`src/rtl/fixed_point_pkg.sv`:
```
// Shared Q4.4 fixed-point constants and control state encoding
// for the sequential multiplier and divider.
package fixed_point_pkg;

    localparam int WIDTH = 8;
    localparam int FRAC  = 4;

    localparam logic [WIDTH-1:0] QMAX = 8'h7F;
    localparam logic [WIDTH-1:0] QMIN = 8'h80;
    localparam logic [WIDTH-1:0] QONE = 8'h10;

    typedef enum logic [1:0] {
        IDLE,
        CALC,
        FINAL
    } fp_state_e;

endpackage

```
`src/rtl/seq_mul_round_sat.sv`:
```
// Round-half-away-from-zero, sign restore and saturation of an
// unsigned double-width magnitude down to a signed Q4.4 result.
import fixed_point_pkg::*;

module seq_mul_round_sat (
    input  logic [2*WIDTH+1:0] acc,
    input  logic               sign,
    output logic [WIDTH-1:0]   product,
    output logic               error
);

    localparam int AW = 2 * WIDTH + 2;

    localparam logic [AW-1:0] HALF    = AW'(1) << (FRAC - 1);
    localparam logic [AW-1:0] POS_LIM = AW'((1 << (WIDTH - 1)) - 1);
    localparam logic [AW-1:0] NEG_LIM = AW'(1 << (WIDTH - 1));

    logic [AW-1:0] mag;

    always_comb begin
        mag     = (acc + HALF) >> FRAC;
        product = sign ? -mag[WIDTH-1:0] : mag[WIDTH-1:0];
        error   = 1'b0;
        // Negative side allows one extra step: -2^(WIDTH-1) is exact.
        if (!sign && (mag > POS_LIM)) begin
            product = {1'b0, {(WIDTH-1){1'b1}}};
            error   = 1'b1;
        end else if (sign && (mag > NEG_LIM)) begin
            product = {1'b1, {(WIDTH-1){1'b0}}};
            error   = 1'b1;
        end
    end

endmodule

```
`src/rtl/seq_multiplier_q4_4.sv`:
```
// Sequential signed Q4.4 multiplier: radix-2 shift-add on magnitudes,
// then round, sign restore and saturate. Same handshake as the divider.
import fixed_point_pkg::*;

module seq_multiplier_q4_4 (
    input  logic             clk,
    input  logic             rst_n,
    input  logic             start,
    input  logic [WIDTH-1:0] multiplicand,
    input  logic [WIDTH-1:0] multiplier,
    output logic [WIDTH-1:0] product,
    output logic             valid,
    output logic             error,
    output logic             busy
);

    localparam int AW = 2 * WIDTH + 2;
    localparam int CW = $clog2(WIDTH);

    fp_state_e        state_q, state_d;
    logic             sign_q, sign_d;
    logic [WIDTH:0]   a_q, a_d;
    logic [WIDTH:0]   b_q, b_d;
    logic [AW-1:0]    acc_q, acc_d;
    logic [CW-1:0]    cnt_q, cnt_d;
    logic [WIDTH-1:0] product_q, product_d;
    logic             error_q, error_d;
    logic             valid_q, valid_d;

    logic [WIDTH:0]   a_ext, b_ext;
    logic [WIDTH:0]   a_abs, b_abs;
    logic [WIDTH-1:0] rs_product;
    logic             rs_error;

    // One extra bit so that |most negative| stays exact.
    assign a_ext = {multiplicand[WIDTH-1], multiplicand};
    assign b_ext = {multiplier[WIDTH-1], multiplier};
    assign a_abs = a_ext[WIDTH] ? -a_ext : a_ext;
    assign b_abs = b_ext[WIDTH] ? -b_ext : b_ext;

    seq_mul_round_sat u_round_sat (
        .acc     (acc_q),
        .sign    (sign_q),
        .product (rs_product),
        .error   (rs_error)
    );

    always_comb begin
        state_d   = state_q;
        sign_d    = sign_q;
        a_d       = a_q;
        b_d       = b_q;
        acc_d     = acc_q;
        cnt_d     = cnt_q;
        product_d = product_q;
        error_d   = error_q;
        valid_d   = 1'b0;
        unique case (state_q)
            IDLE: begin
                if (start) begin
                    state_d = CALC;
                    sign_d  = multiplicand[WIDTH-1] ^ multiplier[WIDTH-1];
                    a_d     = a_abs;
                    b_d     = b_abs;
                    acc_d   = '0;
                    cnt_d   = '0;
                end
            end
            CALC: begin
                if (b_q[0]) begin
                    acc_d = acc_q + (AW'(a_q) << cnt_q);
                end
                b_d   = b_q >> 1;
                cnt_d = cnt_q + 1'b1;
                if (cnt_q == CW'(WIDTH - 1)) begin
                    state_d = FINAL;
                end
            end
            FINAL: begin
                product_d = rs_product;
                error_d   = rs_error;
                valid_d   = 1'b1;
                state_d   = IDLE;
            end
            default: begin
                state_d = IDLE;
            end
        endcase
    end

    always_ff @(posedge clk or negedge rst_n) begin
        if (!rst_n) begin
            state_q   <= IDLE;
            sign_q    <= 1'b0;
            a_q       <= '0;
            b_q       <= '0;
            acc_q     <= '0;
            cnt_q     <= '0;
            product_q <= '0;
            error_q   <= 1'b0;
            valid_q   <= 1'b0;
        end else begin
            state_q   <= state_d;
            sign_q    <= sign_d;
            a_q       <= a_d;
            b_q       <= b_d;
            acc_q     <= acc_d;
            cnt_q     <= cnt_d;
            product_q <= product_d;
            error_q   <= error_d;
            valid_q   <= valid_d;
        end
    end

    assign product = product_q;
    assign error   = error_q;
    assign valid   = valid_q;
    assign busy    = (state_q != IDLE) || valid_q;

endmodule

```
`config.mk`:
```
export PLATFORM = sky130hd
export DESIGN_NAME = seq_multiplier_q4_4
export DESIGN_NICKNAME = d
export VERILOG_FILES = /design/src/rtl/fixed_point_pkg.sv /design/src/rtl/seq_mul_round_sat.sv /design/src/rtl/seq_multiplier_q4_4.sv
export SDC_FILE = /design/constraint.sdc
export NUM_CORES = 1
export LEC_CHECK = 0
export BUFFER_PORTS_ARGS = -buffer_cell sky130_fd_sc_hd__clkbuf_2
export CORE_UTILIZATION = 50
export DETAILED_ROUTE_END_ITERATION = 16
export PLACE_DENSITY = 0.72
export RECOVER_POWER = 25
export SYNTH_ARGS = -nofsm -noshare
export SYNTH_HDL_FRONTEND = slang
export SYNTH_SLANG_ARGS = --single-unit
```
`constraint.sdc`:
```
create_clock -name clk -period 3.15 [get_ports clk]
set_clock_uncertainty 0.15 [all_clocks]
set_input_delay 0.63 -clock clk [delete_from_list [all_inputs] [get_ports clk]]
set_output_delay 0.63 -clock clk [all_outputs]
set_load 0.02 [all_outputs]
```
### Yosys cells after proc, flatten, opt, wreduce, memory -nomap -nowiden

Index checks and enable logic that the tools add are counted.

| word-level totals | value |
|---|---|
| flip-flop bits (word level) | 52 |
| bits in latches | 0 |
| bits in writable memories | 0 |
| bits in read-only memories | 0 |
| bits of input ports | 19 |
| output and inout port bits | 11 |
| logic and storage cells | 54 |
| memories | 0 |

| operators by class | value |
|---|---|
| $add $sub $neg | 6 |
| $mul | 0 |
| divide/modulo/power cells | 0 |
| order comparisons | 2 |
| equal/unequal tests | 6 |
| shifts and indexed selects | 1 |
| mux-type cells | 18 |
| bitwise operators | 1 |
| reduce and logical (&&, ||, !) cells | 11 |

Operator list:

| kind | count |
|---|---|
| 18-bit two-way mux | 2 |
| 18-bit one-hot mux with 2 select lines | 1 |
| 9-bit two-way mux | 3 |
| 8-bit two-way mux | 3 |
| 18-bit adder | 1 |
| 18-bit by 4-bit adder with 18-bit output, second input constant | 1 |
| 9-bit negator | 2 |
| 9-bit one-hot mux with 2 select lines | 1 |
| 9-bit by 3-bit left shift with 18-bit output | 1 |
| 14-bit by 7-bit greater-than comparator with 1-bit output, second input constant | 1 |
| 14-bit by 8-bit greater-than comparator with 1-bit output, second input constant | 1 |
| 8-bit negator | 1 |
| 2-bit != test, second input constant | 3 |
| 3-bit one-hot mux with 2 select lines | 1 |
| 2-bit AND reduction | 3 |
| 2-bit two-way mux | 2 |
| 2-bit one-hot mux with 2 select lines | 1 |
| 2-bit nonzero test | 2 |
| 3-bit by 1-bit adder with 3-bit output, second input constant | 1 |
| 3-bit == test, second input constant | 1 |
| 1-bit two-way mux | 3 |
| 3-bit two-way mux | 1 |
| 3-bit AND reduction | 1 |
| 2-bit by 1-bit == test with 1-bit output, second input constant | 1 |
| 6 further kinds | 7 |

### Depth between registers and ports, before layout

| depth | value |
|---|---|
| depth after elaboration | 5 |
| depth in mapped cells | 13 |
| depth with buffers taken out | 13 |

### Cells and area by module

From an unflattened synthesis, not the netlist that was laid out.

| second synthesis, totals | value |
|---|---|
| cell total of the unflattened synthesis | 472 |
| area total of the unflattened synthesis | 4132.7 um2 |

Modules (own cells, without submodules):

| module | instances | cells an instance | area an instance (um2) |
|---|---|---|---|
| seq_multiplier_q4_4 | 1 | 368 | 3328.2 |
| seq_mul_round_sat | 1 | 104 | 804.5 |

### Worst setup path after synthesis

Ideal clock, no wire load.

| timing | value |
|---|---|
| path type | register to register |
| start point | reg cnt_q[0] |
| end point | reg acc_q[14] |
| data arrival time | 3014 ps |
| data required time | 2932 ps |
| path slack | -83 ps |
| cell stages (with the launch flop) | 12 |
| buffers on the path | 1 |
| period minus slack after synthesis | 3233 ps |
| cells stage by stage | dfrtp_1 -> buf_1 -> mux2_2 -> o21ai_0 -> mux2i_1 -> ha_1 -> a2111oi_2 -> a221o_1 -> a21oi_1 -> o21a_1 -> or3_1 -> nand3_1 |

| between the ends | value |
|---|---|
| longest elaborated chain between the ends | 4 |

RTL lines:

| element | line | text |
|---|---|---|
| start, declared | seq_multiplier_q4_4.sv:25 | `logic [CW-1:0] cnt_q, cnt_d;` |
| start signal, assigned | seq_multiplier_q4_4.sv:108 | `cnt_q <= cnt_d;` |
| 9-bit by 3-bit left shift with 18-bit output | seq_multiplier_q4_4.sv:71 | `acc_d = acc_q + (AW'(a_q) << cnt_q);` |
| 18-bit adder | seq_multiplier_q4_4.sv:71 |  |
| 18-bit two-way mux | seq_multiplier_q4_4.sv:70 | `if (b_q[0]) begin` |
| 18-bit one-hot mux with 2 select lines | seq_multiplier_q4_4.sv:58 | `unique case (state_q)` |
| end signal, assigned | seq_multiplier_q4_4.sv:97 | `acc_q <= '0;` |
| end signal, assigned | seq_multiplier_q4_4.sv:107 | `acc_q <= acc_d;` |
| end, declared | seq_multiplier_q4_4.sv:24 | `logic [AW-1:0] acc_q, acc_d;` |

Every way passes these cells. The select of a mux whose other input is x is not followed.
A chain may end at the register's enable or synchronous reset.

### Worst setup path in the final report

| timing | value |
|---|---|
| start point | reg cnt_q[0] |
| end point | reg acc_q[16] |

The elaborated chain is that of the path after synthesis.

==> metrics.txt <==
# TYPE chip_impl_metric gauge
chip_impl_info{name="status",value="finished, final reports clean"} 1
chip_impl_metric{name="detail_route.first_pass.iterations",unit=""} 4
chip_impl_metric{name="portBuffers",unit=""} 29
chip_impl_metric{name="crit_required",unit="ps"} 3250
chip_impl_metric{name="netlist_area",unit="um^2"} 4070
chip_impl_metric{name="post_dp_cell_area",unit="um^2"} 4390
chip_impl_metric{name="clkSlewWorstSetupHoldPaths",unit="ps"} 110
chip_impl_metric{name="ys_warn_count",unit=""} 0
chip_impl_metric{name="insertion_delay",unit="ps"} 310
chip_impl_metric{name="vias_cell",unit=""} 5.89
chip_impl_metric{name="number_of_antenna_repair_diodes",unit=""} 0
chip_impl_info{name="cts_root_buf",value="sky130_fd_sc_hd__clkbuf_8"} 1
chip_impl_metric{name="final_cell_area",unit="um^2"} 4690
chip_impl_info{name="crit_path_end_kind",value="flop"} 1
chip_impl_metric{name="gpl.final_weighted_congestion",unit=""} 0.875
chip_impl_metric{name="p_leak",unit="nW"} 2.09
chip_impl_metric{name="timing_max_transition_violations_final",unit=""} 0
chip_impl_metric{name="maxSlewHeadroom",unit=""} 0.152
chip_impl_metric{name="grt_first_pass_wirelength",unit="mm"} 16.0
chip_impl_metric{name="post_route_cells_drive_above_1_share",unit=""} 0.207
chip_impl_metric{name="max_cap_violations",unit=""} 0
chip_impl_metric{name="dpl.cell_count",unit=""} 607
chip_impl_info{name="cts_tree",value="done"} 1
chip_impl_metric{name="nFillCells",unit=""} 682
chip_impl_metric{name="final_cells",unit=""} 625
chip_impl_metric{name="vdd_drop_max",unit="uV"} 442
chip_impl_metric{name="largest_net_degree_at_the_start_of_global_routing",unit=""} 53
chip_impl_info{name="rsz0062_at_grt",value="yes"} 1
chip_impl_metric{name="number_of_antenna_violations_at_the_first_check_in_global_routing",unit=""} 0
chip_impl_metric{name="gate_count_after_technology_mapping",unit=""} 480
chip_impl_metric{name="cts_htree_levels",unit=""} 2
chip_impl_metric{name="max_freq",unit="GHz"} 0.330
chip_impl_metric{name="final_antenna_net_count",unit=""} 0
chip_impl_metric{name="avgRoutedWirePerCell",unit="um"} 15.2
chip_impl_metric{name="finalPower",unit="mW"} 5.10
chip_impl_metric{name="synth-edff-count",unit=""} 0
chip_impl_metric{name="rows",unit=""} 32
chip_impl_info{name="critical_path.startpoint_type",value="flop"} 1
chip_impl_metric{name="worst-path-max-fanout",unit=""} 5
chip_impl_metric{name="place_hpwl",unit="mm"} 7.02
chip_impl_info{name="worst_r2r_startpoint",value="cnt_q[0]"} 1
chip_impl_metric{name="globalRouteOverflowTotal",unit=""} 0
chip_impl_metric{name="cellPowerDensity",unit="nW/um^2"} 1090
chip_impl_metric{name="die_h",unit="um"} 92.2
chip_impl_metric{name="synth_seq_area_share",unit=""} 0.320
chip_impl_info{name="synth_top_flop_cell",value="sky130_fd_sc_hd__dfrtp_1"} 1
chip_impl_metric{name="cts_buffers",unit=""} 5
chip_impl_metric{name="min_path_cells",unit=""} 2
chip_impl_metric{name="min_period_over_period",unit=""} 0.962
chip_impl_metric{name="wirelength",unit="mm"} 9.53
chip_impl_metric{name="design.final.nets",unit=""} 565
chip_impl_metric{name="dr.first_iter.drc_count",unit=""} 172
chip_impl_info{name="hold_start",value="product[0]"} 1
chip_impl_info{name="worst-setup-path-type",value="flop to flop"} 1
chip_impl_metric{name="synth-seq-cells",unit=""} 52
chip_impl_metric{name="cts_hold_buf",unit=""} 0
chip_impl_metric{name="clock_tree.buffer_depth",unit=""} 2
chip_impl_metric{name="post_synth.cell_area_avg",unit="um^2"} 8.47
chip_impl_metric{name="initial_core_utilization",unit=""} 0.521
chip_impl_metric{name="syn-num-nets",unit=""} 523
chip_impl_metric{name="via_count_of_the_first_global_routing_pass",unit=""} 3501
chip_impl_metric{name="die-area",unit="um^2"} 8500
chip_impl_info{name="worst_hold_path_type",value="flop to flop"} 1
chip_impl_metric{name="yosys.cell_types.count",unit=""} 66
chip_impl_info{name="timing.rr.end",value="acc_q[16]"} 1
chip_impl_metric{name="reg2reg_setup_slack",unit="ps"} 120
chip_impl_metric{name="final_period_minus_worst_setup_slack",unit="ps"} 3030
chip_impl_metric{name="rr_worst_depth",unit=""} 12
chip_impl_metric{name="synth_async_sr_flop_share",unit=""} 1.00
chip_impl_metric{name="post-route-drc-count",unit=""} 0
chip_impl_metric{name="floorplan.die.width",unit="um"} 92.2
chip_impl_metric{name="grt.total_usage",unit=""} 0.234
chip_impl_metric{name="final-hold-violation-count",unit=""} 0
chip_impl_metric{name="worst_slew_pin_slew",unit="ps"} 1270
chip_impl_info{name="min_delay_worst_endpoint",value="product[0]"} 1
chip_impl_metric{name="fp.coreArea",unit="um^2"} 7810
chip_impl_metric{name="timing.final.setup_violations",unit=""} 0
chip_impl_metric{name="detailroute.via_count",unit=""} 3684
chip_impl_metric{name="area_delta_synth_final",unit="%"} 15.3
chip_impl_metric{name="timing.critical_path.arrival",unit="ps"} 3140
chip_impl_metric{name="cts_sinks",unit=""} 52
chip_impl_metric{name="floorplan.io_pins",unit=""} 30
==> sequential cells by signal (all words and copies together), names as in the netlist <==
register  flops
a_q           9
acc_q        18
b_q           9
cnt_q         3
error         1
product       8
sign_q        1
state_q       2
valid         1
==> kinds of logic (layout without fill, tap and decap cells) <==
group,after synthesis,in the layout,synth area share
buffers and inverters,46,89,0.0486
xor gates and xnor gates,37,37,0.0797
and+or+nand+nor,168,168,0.206
adders and majority gates,24,24,0.0757
DFF,52,52,0.320
AOI/OAI and AO/OA,135,135,0.225
muxes,18,18,0.0458
==> worst max-delay path by stage <==
stage          slack (ps)        end  depth (start not counted)      from
2_1_floorplan          70  acc_q[14]                         11  cnt_q[0]
3_3_place_gp           50  acc_q[15]                         11  cnt_q[0]
3_5_place_dp          -60  acc_q[16]                         12  cnt_q[0]
4_1_cts                20  acc_q[16]                         12  cnt_q[0]
5_1_grt               -50  acc_q[17]                         14  cnt_q[0]
6_report              120  acc_q[16]                         12  cnt_q[0]
==> cells in the mapped netlist (8+ instances only) <==
cell type | number | area share
sky130_fd_sc_hd__a21o_1 | 8 | 0.015
sky130_fd_sc_hd__a21oi_1 | 22 | 0.027
sky130_fd_sc_hd__clkbuf_1 | 19 | 0.018
sky130_fd_sc_hd__dfrtp_1 | 52 | 0.32
sky130_fd_sc_hd__ha_1 | 23 | 0.071
sky130_fd_sc_hd__inv_1 | 17 | 0.016
sky130_fd_sc_hd__mux2i_1 | 13 | 0.032
sky130_fd_sc_hd__nand2_1 | 61 | 0.056
sky130_fd_sc_hd__nand3_1 | 14 | 0.017
sky130_fd_sc_hd__nor2_1 | 34 | 0.031
sky130_fd_sc_hd__nor2b_1 | 8 | 0.012
sky130_fd_sc_hd__o21ai_0 | 38 | 0.047
sky130_fd_sc_hd__o21ai_1 | 9 | 0.011
sky130_fd_sc_hd__xnor2_1 | 18 | 0.039
sky130_fd_sc_hd__xor2_1 | 19 | 0.041
==> report_power, final <==
group,internal [mW],leakage [nW],switching [mW]
logic,1.59,1.38,1.84
clock network,0.180,0.0516,0.239
registers,0.934,0.656,0.319
total,2.70,2.09,2.40
==> cells in the final DEF (no fill, tap or decap), types with 4 or more instances in the layout <==
cell                       instances
sky130_fd_sc_hd__nor2_1           34
sky130_fd_sc_hd__and2_1            7
sky130_fd_sc_hd__a21o_1            8
sky130_fd_sc_hd__o22ai_1           6
sky130_fd_sc_hd__inv_1            17
sky130_fd_sc_hd__o21ai_1          14
sky130_fd_sc_hd__nand4_1           5
sky130_fd_sc_hd__nand2_1          61
sky130_fd_sc_hd__clkbuf_2         30
sky130_fd_sc_hd__nor3b_1           4
sky130_fd_sc_hd__or3_1             5
sky130_fd_sc_hd__mux2i_1          10
sky130_fd_sc_hd__nand2b_1          7
sky130_fd_sc_hd__xor2_1           19
sky130_fd_sc_hd__dfrtp_1          50
sky130_fd_sc_hd__nor3_1            6
sky130_fd_sc_hd__a21oi_1          20
sky130_fd_sc_hd__a22oi_1           6
sky130_fd_sc_hd__o31ai_1           6
sky130_fd_sc_hd__a31oi_1           4
sky130_fd_sc_hd__xnor2_1          18
sky130_fd_sc_hd__clkbuf_8          6
sky130_fd_sc_hd__ha_1             19
sky130_fd_sc_hd__nand3_1          14
sky130_fd_sc_hd__o21ai_0          31
sky130_fd_sc_hd__a22o_1            4
sky130_fd_sc_hd__ha_2              4
sky130_fd_sc_hd__mux2_2            4
sky130_fd_sc_hd__nor2b_1           7
sky130_fd_sc_hd__buf_4            30
==> critical path, stage by stage, from the launching register on <==
cell                       delay (ps)
sky130_fd_sc_hd__dfrtp_2          450
sky130_fd_sc_hd__buf_6            130
sky130_fd_sc_hd__mux2_4           310
sky130_fd_sc_hd__mux2i_2          170
sky130_fd_sc_hd__mux2i_1          110
sky130_fd_sc_hd__ha_1             370
sky130_fd_sc_hd__buf_6            140
sky130_fd_sc_hd__o211ai_1         110
sky130_fd_sc_hd__a221o_1          380
sky130_fd_sc_hd__a21oi_2          190
sky130_fd_sc_hd__o21ai_1           80
sky130_fd_sc_hd__a21oi_1          190
sky130_fd_sc_hd__mux2i_1          200
==> area by class of cell <==
class,count,area [um^2],area share
multi-input combinational,382,2690,0.573
sequential,52,1300,0.278
timing repair buffer,63,409,0.0872
tap,102,128,0.0272
clock buffer,6,82.6,0.0176
inverter,18,67.6,0.0144
clock inverter,2,13.8,0.00293
==> routing by layer <==
layer	vias to the layer above	global-route usage	part of all wire
met3	20	0.0332	0.040
met4	0	0.0846	0.025
li1	1804	-	-
met1	1750	0.297	0.44
met5	-	0	0
met2	110	0.404	0.49
==> repair_timing <==
action	in CTS	in global routing
resized for setup	2	36
pin swaps	0	15
setup endpoints to repair	5	7
setup buffers	0	10
==> through the flow <==
step	TNS [ps]	setup WS (ps)	hold slack, ps	utilization
2_1_floorplan	0	68.5	184	-
3_3_place_gp	0	52.6	322	0.562
3_5_place_dp	-158	-56.5	335	0.562
4_1_cts	0	24.6	303	0.575
6_report	0	119	352	0.601
5_1_grt	-85.4	-53.0	394	0.601
Note: power is estimated with default switching activity, not from simulation.
